<file path="src/rtl/event_timestamper_mc.sv">
// Multi-ID start/end latency timestamper with output FIFO, timeout scanner and orphan-end detection.
// Optional 16-bit saturating per-status record counters when EV_TIMER_STATS_EN is defined.
module event_timestamper_mc #(
    parameter int unsigned ID_W      = 3,
    parameter int unsigned TS_W      = 8,
    parameter int unsigned OUT_DEPTH = 4,
    parameter int unsigned TIMEOUT   = 40
) (
    input  logic            clk,
    input  logic            rst,
    input  logic            start_valid,
    output logic            start_ready,
    input  logic [ID_W-1:0] start_id,
    input  logic            end_valid,
    output logic            end_ready,
    input  logic [ID_W-1:0] end_id,
    output logic            out_valid,
    input  logic            out_ready,
    output logic [ID_W-1:0] out_id,
    output logic [TS_W-1:0] out_start_ts,
    output logic [TS_W-1:0] out_end_ts,
    output logic [TS_W-1:0] out_ts,
    output logic [1:0]      out_status
`ifdef EV_TIMER_STATS_EN
    ,
    output logic [15:0]     stat_ok_cnt,
    output logic [15:0]     stat_timeout_cnt,
    output logic [15:0]     stat_orphan_cnt
`endif
);
    localparam int unsigned N_ID  = 1 << ID_W;
    localparam int unsigned PTR_W = $clog2(OUT_DEPTH);
    localparam int unsigned CNT_W = PTR_W + 1;

    localparam logic [1:0] ST_OK      = 2'd0;
    localparam logic [1:0] ST_TIMEOUT = 2'd1;
    localparam logic [1:0] ST_ORPHAN  = 2'd2;

    typedef struct packed {
        logic [ID_W-1:0] id;
        logic [TS_W-1:0] start_ts;
        logic [TS_W-1:0] end_ts;
        logic [1:0]      status;
    } rec_t;

    logic [TS_W-1:0]  cnt_q;
    logic [N_ID-1:0]  active_q, active_d;
    logic [TS_W-1:0]  start_ts_q [N_ID];
    rec_t             fifo_q [OUT_DEPTH];
    logic [PTR_W-1:0] wr_ptr_q, rd_ptr_q;
    logic [CNT_W-1:0] count_q, count_d;
    logic [ID_W-1:0]  scan_ptr_q;

    logic fifo_full, start_hs, end_hs, pop, push, scan_adv, scan_hit;
    rec_t push_rec;

    assign fifo_full   = (count_q == CNT_W'(OUT_DEPTH));
    assign start_ready = !rst && !(end_valid && (end_id == start_id));
    assign end_ready   = !rst && !fifo_full;
    assign start_hs    = start_valid && start_ready;
    assign end_hs      = end_valid && end_ready;
    assign out_valid   = (count_q != '0);
    assign pop         = out_valid && out_ready;
    assign push        = end_hs || scan_hit;

    // Scanner stalls on an end handshake or a full FIFO; a same-cycle start on the scanned ID masks it.
    always_comb begin
        scan_adv = 1'b0;
        scan_hit = 1'b0;
        if ((TIMEOUT != 0) && !end_hs && !fifo_full) begin
            scan_adv = 1'b1;
            if (!(start_hs && (start_id == scan_ptr_q)) && active_q[scan_ptr_q] &&
                (TS_W'(cnt_q - start_ts_q[scan_ptr_q]) >= TS_W'(TIMEOUT))) begin
                scan_hit = 1'b1;
            end
        end
    end

    always_comb begin
        push_rec = '0;
        if (end_hs) begin
            push_rec.id     = end_id;
            push_rec.end_ts = cnt_q;
            if (active_q[end_id]) begin
                push_rec.start_ts = start_ts_q[end_id];
                push_rec.status   = ST_OK;
            end else begin
                push_rec.status   = ST_ORPHAN;
            end
        end else begin
            push_rec.id       = scan_ptr_q;
            push_rec.start_ts = start_ts_q[scan_ptr_q];
            push_rec.end_ts   = cnt_q;
            push_rec.status   = ST_TIMEOUT;
        end
    end

    always_comb begin
        active_d = active_q;
        if (start_hs) active_d[start_id]   = 1'b1;
        if (end_hs)   active_d[end_id]     = 1'b0;
        if (scan_hit) active_d[scan_ptr_q] = 1'b0;
    end

    always_comb begin
        count_d = count_q;
        if (push && !pop)      count_d = count_q + CNT_W'(1);
        else if (!push && pop) count_d = count_q - CNT_W'(1);
    end

    always_ff @(posedge clk or posedge rst) begin
        if (rst) begin
            cnt_q      <= '0;
            active_q   <= '0;
            wr_ptr_q   <= '0;
            rd_ptr_q   <= '0;
            count_q    <= '0;
            scan_ptr_q <= '0;
            for (int i = 0; i < int'(N_ID); i++)      start_ts_q[i] <= '0;
            for (int i = 0; i < int'(OUT_DEPTH); i++) fifo_q[i]     <= '0;
        end else begin
            cnt_q    <= cnt_q + TS_W'(1);
            active_q <= active_d;
            count_q  <= count_d;
            if (start_hs) start_ts_q[start_id] <= cnt_q;
            if (push) begin
                fifo_q[wr_ptr_q] <= push_rec;
                wr_ptr_q         <= wr_ptr_q + PTR_W'(1);
            end
            if (pop)      rd_ptr_q   <= rd_ptr_q + PTR_W'(1);
            if (scan_adv) scan_ptr_q <= scan_ptr_q + ID_W'(1);
        end
    end

    assign out_id       = fifo_q[rd_ptr_q].id;
    assign out_start_ts = fifo_q[rd_ptr_q].start_ts;
    assign out_end_ts   = fifo_q[rd_ptr_q].end_ts;
    assign out_ts       = fifo_q[rd_ptr_q].end_ts - fifo_q[rd_ptr_q].start_ts;
    assign out_status   = fifo_q[rd_ptr_q].status;

`ifdef EV_TIMER_STATS_EN
    // Saturating per-status push counters.
    always_ff @(posedge clk or posedge rst) begin
        if (rst) begin
            stat_ok_cnt      <= '0;
            stat_timeout_cnt <= '0;
            stat_orphan_cnt  <= '0;
        end else if (push) begin
            if (push_rec.status == ST_OK && stat_ok_cnt != 16'hFFFF)
                stat_ok_cnt <= stat_ok_cnt + 16'd1;
            if (push_rec.status == ST_TIMEOUT && stat_timeout_cnt != 16'hFFFF)
                stat_timeout_cnt <= stat_timeout_cnt + 16'd1;
            if (push_rec.status == ST_ORPHAN && stat_orphan_cnt != 16'hFFFF)
                stat_orphan_cnt <= stat_orphan_cnt + 16'd1;
        end
    end
`endif

endmodule

</file>
<file path="config.mk">
export PLATFORM = sky130hd
export DESIGN_NAME = event_timestamper_mc
export DESIGN_NICKNAME = d
export VERILOG_FILES = /design/src/rtl/event_timestamper_mc.sv
export SDC_FILE = /design/constraint.sdc
export NUM_CORES = 1
export LEC_CHECK = 0
export BUFFER_PORTS_ARGS = -buffer_cell sky130_fd_sc_hd__buf_2
export CORE_AREA = 2 2 139 141
export DETAILED_ROUTE_END_ITERATION = 12
export DIE_AREA = 0 0 141 143
export HOLD_SLACK_MARGIN = 0.06
export PLACE_DENSITY = 0.66
export SYNTH_ARGS = -nofsm -noshare
export SYNTH_HDL_FRONTEND = slang
export SYNTH_SLANG_ARGS = --single-unit
</file>
<file path="constraint.sdc">
create_clock -name clk -period 8.46 [get_ports clk]
set_input_delay 0.423 -clock clk [delete_from_list [all_inputs] [get_ports clk]]
set_output_delay 0.423 -clock clk [all_outputs]
set_load 0.005 [all_outputs]
</file>
==> out/metrics.yaml <==
cap_violations: 0
gp_congestion: 0.9351
cts_hold_buf: 0
drc: 0
port_buffers: 42
antenna_found_initial: 0
critPathMaxFanout: 32
setup_viol: 0
leakage_nw: 4.642
r2r_slack_ps: 2700
synthDistinctLibCells: 54
synth_common_cells: "dfrtp_1 (174), mux2_2 (118), nand2_1 (55), inv_1 (42), mux4_2 (41)"
fin_crit_sh_pct: 68.06
wl_per_cell_um: 22.29
p_per_area_nw_per_um2: 391.7
syn-num-nets: 782
area_growth_pct: 9.707
grt_usage_pct: 23.93
ant_nets: 0
layout.nets: 802
cts_buffers: 17
reg2reg_from: "scan_ptr_q[0]"
start_util_pct: 49.54
cts-root-buf: "clkbuf_16"
relSlewSlack_pct: 26.33
netlist_top_cells_area: "dfrtp_1 (47%), mux2_2 (14%), mux4_2 (10%)"
worstPathRequired_ps: 8770
num_antenna_cells: 0
fin_skew_ps: 13.56
die_area_um2: 20160
arrival_ps: 6070
status: "completed"
ioPinCount: 43
peakVddDrop_v: 0.0001986
synth-seq-cells: 174
grt_overflow: 0
fin_setup_tns_ps: 0
async_flop_share_pct: 100.0
rr_endpoint: "fifo_q[23]"
postCtsSetupBuffers: 0
grt_pass1_wl_mm: 36.67
finalHoldViolCount: 0
worstRegToRegCells: 11
p_total_mw: 3.955
coreArea_um2: 18580
cts.sinks: 174
synth_flop_cell: "dfrtp_1"
worstSetupPathType: "reg -> reg"
hold_path_class: "in -> async"
ys_warn_count: 0
post_synth.cell_area_avg_um2: 12.32
highest_layer: "met4"
synth.largest_area_cell: "dfrtp_1"
insertion_delay_ps: 430
dr.pass1.iters: 7
clk_pin_slew_worst_paths_ps: 70
dieWidth_um: 141
dp_hpwl_mm: 15.28
min_period_ps: 5758
final_util_pct: 54.34
regArea_um2: 4354
wl_met1_mm: 9.916
seq_area_frac_synth_pct: 47.31
die-height_um: 143
fin_ws_ps: 2702
nFillCells: 1544
grt_pass1_vias: 6497
drive_above_1_share_pct: 31.41
clockBufferDepth: 2
met2_length_mm: 11.25
worstSetupStartpoint: "scan_ptr_q[0]"
htreeDepth: 4
cts_resized: 0
cts_tree: "done"
fmax_mhz: 173.7
tightestPinTransition_ps: 1105
start_kind: "flip-flop"
multi_input_area_um2: 4478
drt-total-wl_mm: 22.60
rows: 50
place_worst_setup_slack_ps: 2819
synth_edf_count: 0
synth_area_um2: 9204
wl_met3_mm: 1.105
via_per_inst: 6.165
rsz0062_at_grt: "no"
slew_viol_final: 0
cp-end-kind: "flip-flop"
grt_max_degree: 71
synth_top_area_share_pct: 47.31
drt-initial-drc-count: 445
synthCells: 747
dr_total_vias: 6251
synth.most_common_cell: "dfrtp_1"
[final cells by class]
| class | count | area share, % |
|---|---|---|
| Clock buffer | 22 | 4.696 |
| Clock inverter | 10 | 0.7931 |
| Inverter | 42 | 1.611 |
| Multi-Input combinational cell | 484 | 44.35 |
| Sequential cell | 174 | 43.12 |
| Tap cell | 234 | 2.900 |
| Timing Repair Buffer | 48 | 2.528 |
[flip-flops by register name (all words and copies together) (netlist names)]
name / count
wr_ptr_q: 2
active_q: 8
fifo_q: 84
rd_ptr_q: 2
count_q: 3
cnt_q: 8
start_ts_q: 64
scan_ptr_q: 3
[logic make-up (layout without fill, tap and decap cells)]
family | after synthesis | count (layout) | share of synthesized area (%)
multiplexers | 180 | 180 | 26.81
XOR/XNOR | 28 | 28 | 2.665
AO/OA/AOI/OAI | 113 | 113 | 8.510
buffers and inverters | 89 | 122 | 4.037
flip-flops | 174 | 174 | 47.31
adder cells (fa/ha/maj) | 24 | 24 | 3.507
AND/OR/NAND/NOR | 139 | 139 | 7.164
[report_power, final]
group | total [mW] | switching (mW) | internal (mW)
clock | 0.738 | 0.335 | 0.403
combinational | 1.91 | 0.960 | 0.947
sequential | 1.31 | 0.221 | 1.09
[stage by stage]
step | cell area (um2) | hold slack (ps) | instances
after floorplan | 9204 | 457.3 | 747
after global placement | 9543 | 473.3 | 982
after detailed placement | 9543 | 481.5 | 982
after CTS | 10100 | 63.82 | 1014
after global routing | 10100 | 80.77 | 1014
final | 10100 | 51.21 | 1014
[per-layer routing]
metal / up-vias / track usage (%)
li1: 2758 / -
met1: 3243 / 31.81
met4: 0 / 6.053
met2: 224 / 40.36
met3: 26 / 5.231
met5: - / 0
[cell usage in the layout, fill, tap and decap left out, types with 6 or more instances in the layout]
master,n
nand2b_1,7
mux2i_1,17
clkbuf_16,17
o21ai_0,21
o22ai_1,7
a21oi_1,19
nor2b_1,6
nand3_1,9
mux2_2,118
a221oi_1,12
xnor2_1,20
xor2_1,8
a22oi_1,15
inv_1,41
dfrtp_1,174
buf_4,6
ha_1,21
mux4_2,41
or3_1,9
nor2_1,28
a22o_1,6
buf_2,42
and3_1,6
nand2_1,55
a21o_1,8
[critical path, stage by stage (launching register included)]
cell	delay [ps]
dfrtp_1	1080
nor2b_1	340
a22o_1	320
a221oi_1	430
ha_1	370
and2_1	180
a221oi_1	370
a21oi_1	150
o21a_1	220
o31ai_2	840
a21o_1	890
mux2_2	410
[how the worst max path moves through the flow]
stage | end | slack, ps | cells past startpoint
detailed placement | count_q[1] | 2820 | 15
finish | fifo_q[23] | 2700 | 11
floorplan | count_q[1] | 1620 | 12
CTS | count_q[1] | 2790 | 15
global route | fifo_q[37] | 2290 | 11
global placement | fifo_q[36] | 3000 | 11
No activity file was read; power rests on OpenSTA's default activity.
